File: config.mk
export PLATFORM = sky130hd
export DESIGN_NAME = icache_sa_flat
export DESIGN_NICKNAME = d
export VERILOG_FILES = /design/src/rtl/icache_sa_if.sv /design/src/rtl/icache_sa.sv /design/src/flat_wrapper.sv
export SDC_FILE = /design/constraint.sdc
export NUM_CORES = 2
export LEC_CHECK = 0
export CAP_MARGIN = 20
export CORE_MARGIN = 2
export CORE_UTILIZATION = 60
export CTS_CLUSTER_DIAMETER = 80
export DETAILED_ROUTE_END_ITERATION = 6
export GPL_TIMING_DRIVEN = 0
export PLACE_DENSITY_LB_ADDON = 0.05
export SETUP_SLACK_MARGIN = 0.3
export SYNTH_ARGS = -nofsm -noshare
export SYNTH_HDL_FRONTEND = slang
export SYNTH_MEMORY_MAX_BITS = 65536
export SYNTH_SLANG_ARGS = --single-unit
File: constraint.sdc
create_clock -name clk -period 17.58 [get_ports clk]
set_input_delay 3.516 -clock clk [delete_from_list [all_inputs] [get_ports clk]]
set_output_delay 3.516 -clock clk [all_outputs]
set_load 0.1 [all_outputs]
File: src/rtl/icache_sa_if.sv
// Fetcher/memory-controller bundle for the set-associative instruction cache.
// The master side is the environment (fetcher plus memory controller); the slave is the cache.
interface icache_sa_if #(
    parameter int ADDR_W     = 32,
    parameter int LINE_WORDS = 4
);
    logic                    rdy;
    logic                    flush;
    logic                    req_valid;
    logic [ADDR_W-1:0]       req_pc;
    logic                    resp_valid;
    logic [31:0]             resp_instr;
    logic                    mem_req;
    logic [ADDR_W-1:0]       mem_addr;
    logic                    mem_ack;
    logic [32*LINE_WORDS-1:0] mem_line;

    modport master (
        output rdy, flush, req_valid, req_pc, mem_ack, mem_line,
        input  resp_valid, resp_instr, mem_req, mem_addr
    );

    modport slave (
        input  rdy, flush, req_valid, req_pc, mem_ack, mem_line,
        output resp_valid, resp_instr, mem_req, mem_addr
    );
endinterface

File: src/rtl/icache_sa.sv
// Set-associative instruction cache with zero-cycle hits, round-robin replacement
// and a two-state miss/refill FSM that fetches one whole line per miss.
module icache_sa #(
    parameter int ADDR_W     = 32,
    parameter int LINE_WORDS = 4,
    parameter int SETS       = 16,
    parameter int WAYS       = 2
) (
    input  logic        clk,
    input  logic        rst,
    icache_sa_if.slave  bus
);
    localparam int WOFF_W = $clog2(LINE_WORDS);
    localparam int OFF_W  = WOFF_W + 2;
    localparam int IDX_W  = $clog2(SETS);
    localparam int TAG_W  = ADDR_W - IDX_W - OFF_W;
    localparam int VIC_W  = (WAYS > 1) ? $clog2(WAYS) : 1;
    localparam int LINE_W = 32 * LINE_WORDS;

    typedef enum logic {S_IDLE, S_MISS} state_t;

    state_t                    r_state, w_state_nxt;
    logic [SETS-1:0][WAYS-1:0] r_valid;
    logic [TAG_W-1:0]          r_tag    [SETS][WAYS];
    logic [LINE_W-1:0]         r_line   [SETS][WAYS];
    logic [VIC_W-1:0]          r_victim [SETS];
    logic [ADDR_W-1:0]         r_mem_addr;
    logic                      r_drop;

    logic [WOFF_W-1:0] w_off;
    logic [IDX_W-1:0]  w_idx;
    logic [TAG_W-1:0]  w_tag;
    logic [LINE_W-1:0] w_hit_line;
    int                w_hit_cnt;
    logic              w_hit;
    logic              w_miss_start;
    logic [IDX_W-1:0]  w_rf_idx;
    logic [TAG_W-1:0]  w_rf_tag;
    logic [VIC_W-1:0]  w_rf_way;
    logic              w_rf_free;
    logic              w_install;
    logic [1:0]        w_unused_pc;

    assign w_off       = bus.req_pc[OFF_W-1:2];
    assign w_idx       = bus.req_pc[OFF_W +: IDX_W];
    assign w_tag       = bus.req_pc[ADDR_W-1 -: TAG_W];
    assign w_unused_pc = bus.req_pc[1:0];

    assign w_rf_idx = r_mem_addr[OFF_W +: IDX_W];
    assign w_rf_tag = r_mem_addr[ADDR_W-1 -: TAG_W];

    // Tag compare across all ways of the addressed set
    always_comb begin
        w_hit_cnt  = 0;
        w_hit_line = '0;
        for (int w = 0; w < WAYS; w++) begin
            if (r_valid[w_idx][w] && (r_tag[w_idx][w] == w_tag)) begin
                w_hit_cnt  = w_hit_cnt + 1;
                w_hit_line = r_line[w_idx][w];
            end
        end
    end

    assign w_hit        = bus.req_valid && bus.rdy && (r_state == S_IDLE) && (w_hit_cnt == 1);
    assign w_miss_start = bus.req_valid && bus.rdy && (r_state == S_IDLE) && !w_hit && !bus.flush;

    assign bus.resp_valid = w_hit && !bus.flush;
    assign bus.resp_instr = w_hit_line[{w_off, 5'd0} +: 32];
    assign bus.mem_req    = (r_state == S_MISS);
    assign bus.mem_addr   = r_mem_addr;

    // Refill way choice: lowest invalid way first, otherwise the round-robin pointer
    always_comb begin
        w_rf_way  = r_victim[w_rf_idx];
        w_rf_free = 1'b0;
        for (int w = WAYS - 1; w >= 0; w--) begin
            if (!r_valid[w_rf_idx][w]) begin
                w_rf_way  = VIC_W'(w);
                w_rf_free = 1'b1;
            end
        end
    end

    // A flush seen at any point of the miss (or with the ack) discards the returning line
    assign w_install = (r_state == S_MISS) && bus.rdy && bus.mem_ack && !bus.flush && !r_drop;

    // Next-state logic: leave IDLE on a miss, leave MISS on an accepted ack
    always_comb begin
        w_state_nxt = r_state;
        case (r_state)
            S_IDLE: if (w_miss_start) w_state_nxt = S_MISS;
            S_MISS: if (bus.rdy && bus.mem_ack) w_state_nxt = S_IDLE;
            default: w_state_nxt = S_IDLE;
        endcase
    end

    // State register
    always_ff @(posedge clk) begin
        if (rst) r_state <= S_IDLE;
        else     r_state <= w_state_nxt;
    end

    // Valid bits, victim pointers, refill address and the discard flag; all frozen while rdy=0
    always_ff @(posedge clk) begin
        if (rst) begin
            r_valid    <= '0;
            r_mem_addr <= '0;
            r_drop     <= 1'b0;
            for (int s = 0; s < SETS; s++) r_victim[s] <= '0;
        end else if (bus.rdy) begin
            if (bus.flush)     r_valid <= '0;
            else if (w_install) r_valid[w_rf_idx][w_rf_way] <= 1'b1;
            if (w_install && !w_rf_free)
                r_victim[w_rf_idx] <= (r_victim[w_rf_idx] == VIC_W'(WAYS - 1)) ?
                                      '0 : r_victim[w_rf_idx] + 1'b1;
            if (w_miss_start) r_mem_addr <= {w_tag, w_idx, {OFF_W{1'b0}}};
            if (r_state == S_MISS) begin
                if (bus.mem_ack)    r_drop <= 1'b0;
                else if (bus.flush) r_drop <= 1'b1;
            end
        end
    end

    // Tag and line storage written only on an installing refill
    always_ff @(posedge clk) begin
        if (w_install) begin
            r_tag[w_rf_idx][w_rf_way]  <= w_rf_tag;
            r_line[w_rf_idx][w_rf_way] <= bus.mem_line;
        end
    end
endmodule

File: src/flat_wrapper.sv
// flat-port wrapper written by rule: the top's interface ports become plain ports
module icache_sa_flat 
#(
    parameter int ADDR_W     = 32,
    parameter int LINE_WORDS = 4,
    parameter int SETS       = 16,
    parameter int WAYS       = 2
)
  (clk, rst, bus_rdy, bus_flush, bus_req_valid, bus_req_pc, bus_mem_ack, bus_mem_line, bus_resp_valid, bus_resp_instr, bus_mem_req, bus_mem_addr);
  icache_sa_if #(.ADDR_W(ADDR_W), .LINE_WORDS(LINE_WORDS)) bus_i ();
  input  logic clk;
  input  logic rst;
  input wire logic [$bits(bus_i.rdy)-1:0] bus_rdy;
  input wire logic [$bits(bus_i.flush)-1:0] bus_flush;
  input wire logic [$bits(bus_i.req_valid)-1:0] bus_req_valid;
  input wire logic [$bits(bus_i.req_pc)-1:0] bus_req_pc;
  input wire logic [$bits(bus_i.mem_ack)-1:0] bus_mem_ack;
  input wire logic [$bits(bus_i.mem_line)-1:0] bus_mem_line;
  output wire logic [$bits(bus_i.resp_valid)-1:0] bus_resp_valid;
  output wire logic [$bits(bus_i.resp_instr)-1:0] bus_resp_instr;
  output wire logic [$bits(bus_i.mem_req)-1:0] bus_mem_req;
  output wire logic [$bits(bus_i.mem_addr)-1:0] bus_mem_addr;
  assign bus_i.rdy = bus_rdy;
  assign bus_i.flush = bus_flush;
  assign bus_i.req_valid = bus_req_valid;
  assign bus_i.req_pc = bus_req_pc;
  assign bus_i.mem_ack = bus_mem_ack;
  assign bus_i.mem_line = bus_mem_line;
  assign bus_resp_valid = bus_i.resp_valid;
  assign bus_resp_instr = bus_i.resp_instr;
  assign bus_mem_req = bus_i.mem_req;
  assign bus_mem_addr = bus_i.mem_addr;
  icache_sa #(.ADDR_W(ADDR_W), .LINE_WORDS(LINE_WORDS), .SETS(SETS), .WAYS(WAYS)) u_core (.clk(clk), .rst(rst), .bus(bus_i));
endmodule
==> impl_metrics.csv <==
group,metric,value,unit
outcome,status,"finished with violations",
outcome,violations,"DRC",
hold_path,min-delay-start,"u_core.r_valid[25]",
route,wl,544,mm
worst_setup_path,crit_type,"in -> out",
clock_network,root_buffer,"clkbuf_16",
worst_setup_path,critical-path-top-delay-family,"buffers and inverters",
worst_setup_path,slowest_stage,"clkdlybuf4s50_1",
sta,tightest_slew,1.26,ns
sta,skew,0.0463,ns
global_routing,grt_pass1_wl,742,mm
worst_setup_path,rr_endpoint,"u_core.r_line[4][22]",
die,die_w,566,um
die,fp.dieH,566,um
placement,post-place-ws,2.38,ns
worst_setup_path,cp.arrival,12.08,ns
yosys,synth.cell_area,190000,sq um
final_layout,stdcell_area,222000,sq um
die,ios,232,
hold_path,hold_class,"reg -> reg",
clock_network,tritoncts,"done",
worst_setup_path,reg2reg_depth,16,
hold_path,min_to,"u_core.r_valid[25]",
sta,rsz0062_at_grt,"false",
yosys,ys_ff_latch,4946,
yosys,synth_cells,7782,
final_layout,nFillCells,18394,
final_layout,areaGrowthSynthToFinish,16.9,%
placement,dp_hpwl,360,mm
yosys,async_flop_share,0,
die,die_area,321000,sq um
route,dr.pass1.iters,7,
clock_network,cts.clk_slew.worst_paths,0.06,ns
yosys,synth.distinct_cells,62,
route,postRouteAntennaNets,0,
global_routing,grt_pass1_vias,91999,
worst_setup_path,path_cells,"buf_2 -> buf_2 -> buf_2 -> clkbuf_1 -> clkbuf_1 -> o21ai_1 -> a2111oi_0 -> nand4_1 -> nor4b_4 -> buf_8 -> clkbuf_1 -> buf_1 -> nand2_1 -> o41ai_1 -> buf_2 -> clkdlybuf4s50_1",
route,drt-vias-per-instance,7.02,
route,first_iter_violations,15936,
power,peakVddDrop,0.000104,V
clock_network,numCtsBuffers,482,
clock_network,cts_buffer_depth,4,
yosys,synth-edff-count,4880,
placement,io_buffers,215,
clock_network,cts_sinks,4946,
worst_setup_path,cp.required,14.06,ns
die,start_util,0.603,
final_layout,nets,9103,
global_routing,grt_max_degree,35,
sta,finalCriticalPeriod,15.59,ns
clock_network,cts.htree.levels,5,
global_routing,antenna_found_initial,38,
hold_path,holdPathStages,2,
sta,fin_ws,1.99,ns
clock_network,hold_buffers,0,
worst_setup_path,crit_cells,16,
clock_network,cts-resized-gates,0,
worst_setup_path,max_stage_delay,1.15,ns
die,design.core.area,315000,sq um
worst_setup_path,worst-path-buf-inv,10,
route,vias,94915,
sta,slew_headroom,0.153,
sta,hold_viol,0,
route,drc_errors,1,
yosys,synth-seq-area-share,0.780,
yosys,synth_ff_type,"edfxtp_1",
worst_setup_path,cp_common_cell,"buf_2",
sta,max_clock_freq,0.0641,GHz
worst_setup_path,endpoint_kind,"primary output",
sta,fin_crit_sh,0.887,
power,power.total,24.1,mW
worst_setup_path,rr_startpoint,"u_core.bus.mem_addr[4]",
global_routing,grt-ovfl-total,0,
yosys,synth_top_area_share,0.773,
worst_setup_path,cp_max_fo,10,
yosys,syn_area_per_cell,24.4,sq um
yosys,ys_warn_count,0,
final_layout,utilization,0.704,
yosys,synth_top_area_cell,"edfxtp_1",
yosys,ys_top_cells_by_area,"edfxtp_1 (77%), mux4_2 (18%), mux2i_1 (0.82%)",
placement,place_congestion,0.875,
worst_setup_path,critPathLaunchType,"input port",
power,p_leak,68.6,nW
sta,drv_slew,0,
die,rows,206,
placement,placed_area,205000,sq um
placement,place_inst,12515,
clock_network,insertion_delay,1.01,ns
route,routedWlPerCell,40.2,um
power,powerDensity,109,nW/um^2
worst_setup_path,reg2reg_slack,11.67,ns
flow_run,drv_cap,0,
final_layout,layout-drive-gt1-share,0.309,
sta,tns,0,ns
final_layout,finalNonFillerCells,13526,
global_routing,grt_use_total,0.339,
sta,holdWs,0.503,ns
sta,final-setup-viol-count,0,
clock_network,post_cts_buffers,0,
cell usage after synthesis, drive strengths merged, types with 37 or more instances:
cell type and instances:
a211oi 37, dfxtp 66, a21oi 59, mux4 1488
o21ai 69, nor2b 39, nor2 151, nand2b 56
clkbuf 197, edfxtp 4880, buf 238, mux2i 155
nand2 72
logic make-up after synthesis:
logic type / count (synthesis) / share of synthesized area
XOR/XNOR: 53 / 0.00245
other: 1 / 0.0000198
flip-flops: 4946 / 0.780
buffers and inverters: 438 / 0.0115
multiplexers: 1665 / 0.186
AND/OR/NAND/NOR: 408 / 0.0110
AO/OA/AOI/OAI: 271 / 0.00911
flip-flops by register name, summed over array words and instances (netlist names), named ones only:
register             cells
u_core.r_drop            1
u_core.bus.mem_req       1
u_core.r_valid          32
u_core.r_victim         16
u_core.r_tag           768
u_core.r_line         4096
u_core.bus.mem_addr     28
area by class of cell:
class                   instances  area [sq um]  share of cell area
flip-flops and latches       4946        148000               0.667
multi-input cells            2401         39800               0.180
clock buffers                 611         12700              0.0574
repair buffers                668         11500              0.0520
well taps                    4160          5200              0.0235
clock inverters               280          2210             0.00998
plain buffers                 435          2190             0.00990
diodes                         22          55.1            0.000248
inverters                       3          11.3           0.0000508
report_power, final:
part,leakage [nW],total [mW],switching (mW),internal (mW)
sequential,43.5,13.0,0.00965,12.9
clock,7.33,9.90,4.36,5.53
combinational,17.7,1.28,0.772,0.512
total,68.6,24.1,5.15,19.0
routing by layer:
metal,global-route usage,vias up,share of wire
met3,0.0790,860,0.12
li1,-,36067,-
met2,0.517,6781,0.47
met5,0,-,0.00031
met4,0.0947,28,0.030
met1,0.503,51179,0.38
worst reg2reg max path, stage by stage, from the launching register on:
cell and delay, ns:
dfxtp_1 0.33, clkbuf_1 0.38, clkbuf_1 0.56, mux4_2 0.42, mux4_2 0.52, inv_1 0.07
o21ai_0 0.15, or3_1 0.35, clkbuf_1 0.37, clkbuf_1 0.34, buf_8 0.22, nor2_4 0.59
buf_16 0.25, buf_16 0.19, buf_12 0.25, buf_12 0.28, buf_12 0.28
placed cells by master (no fill, tap or decap), drive strengths merged, types with 3 or more instances in the layout:
| cell type | count |
|---|---|
| nand2b | 56 |
| nand4b | 29 |
| xnor2 | 21 |
| o21ai | 69 |
| clkinvlp | 8 |
| mux4 | 1488 |
| nand2 | 72 |
| and2 | 3 |
| o41ai | 7 |
| a2111oi | 4 |
| a2bb2oi | 5 |
| a211oi | 37 |
| bufinv | 30 |
| o221ai | 3 |
| a21o | 20 |
| mux2i | 155 |
| nor2b | 39 |
| dfxtp | 66 |
| nor2 | 151 |
| nand3 | 11 |
| clkbuf | 826 |
| a221oi | 4 |
| clkinv | 230 |
| inv | 15 |
| buf | 675 |
| nor4 | 13 |
| nand3b | 4 |
| mux2 | 22 |
| clkdlybuf4s50 | 213 |
| a22oi | 8 |
| a21oi | 59 |
| nor3 | 6 |
| or2 | 11 |
| nand4 | 7 |
| conb | 4 |
| o31ai | 5 |
| diode | 22 |
| o22ai | 32 |
| edfxtp | 4880 |
| xor2 | 32 |
worst max-delay path by stage:
stage                                        end     startpoint  slack [ns]
after CTS                     bus_resp_instr[19]  bus_req_pc[7]        2.38
after detailed placement      bus_resp_instr[19]  bus_req_pc[7]        2.38
after global routing          bus_resp_instr[19]  bus_req_pc[7]        1.97
final                         bus_resp_instr[19]  bus_req_pc[7]        1.99
after floorplan               bus_resp_instr[19]  bus_req_pc[5]        4.59
after global placement    u_core.r_line[15][220]        bus_rdy       -5.32
Power figures use the tool's default switching activity.
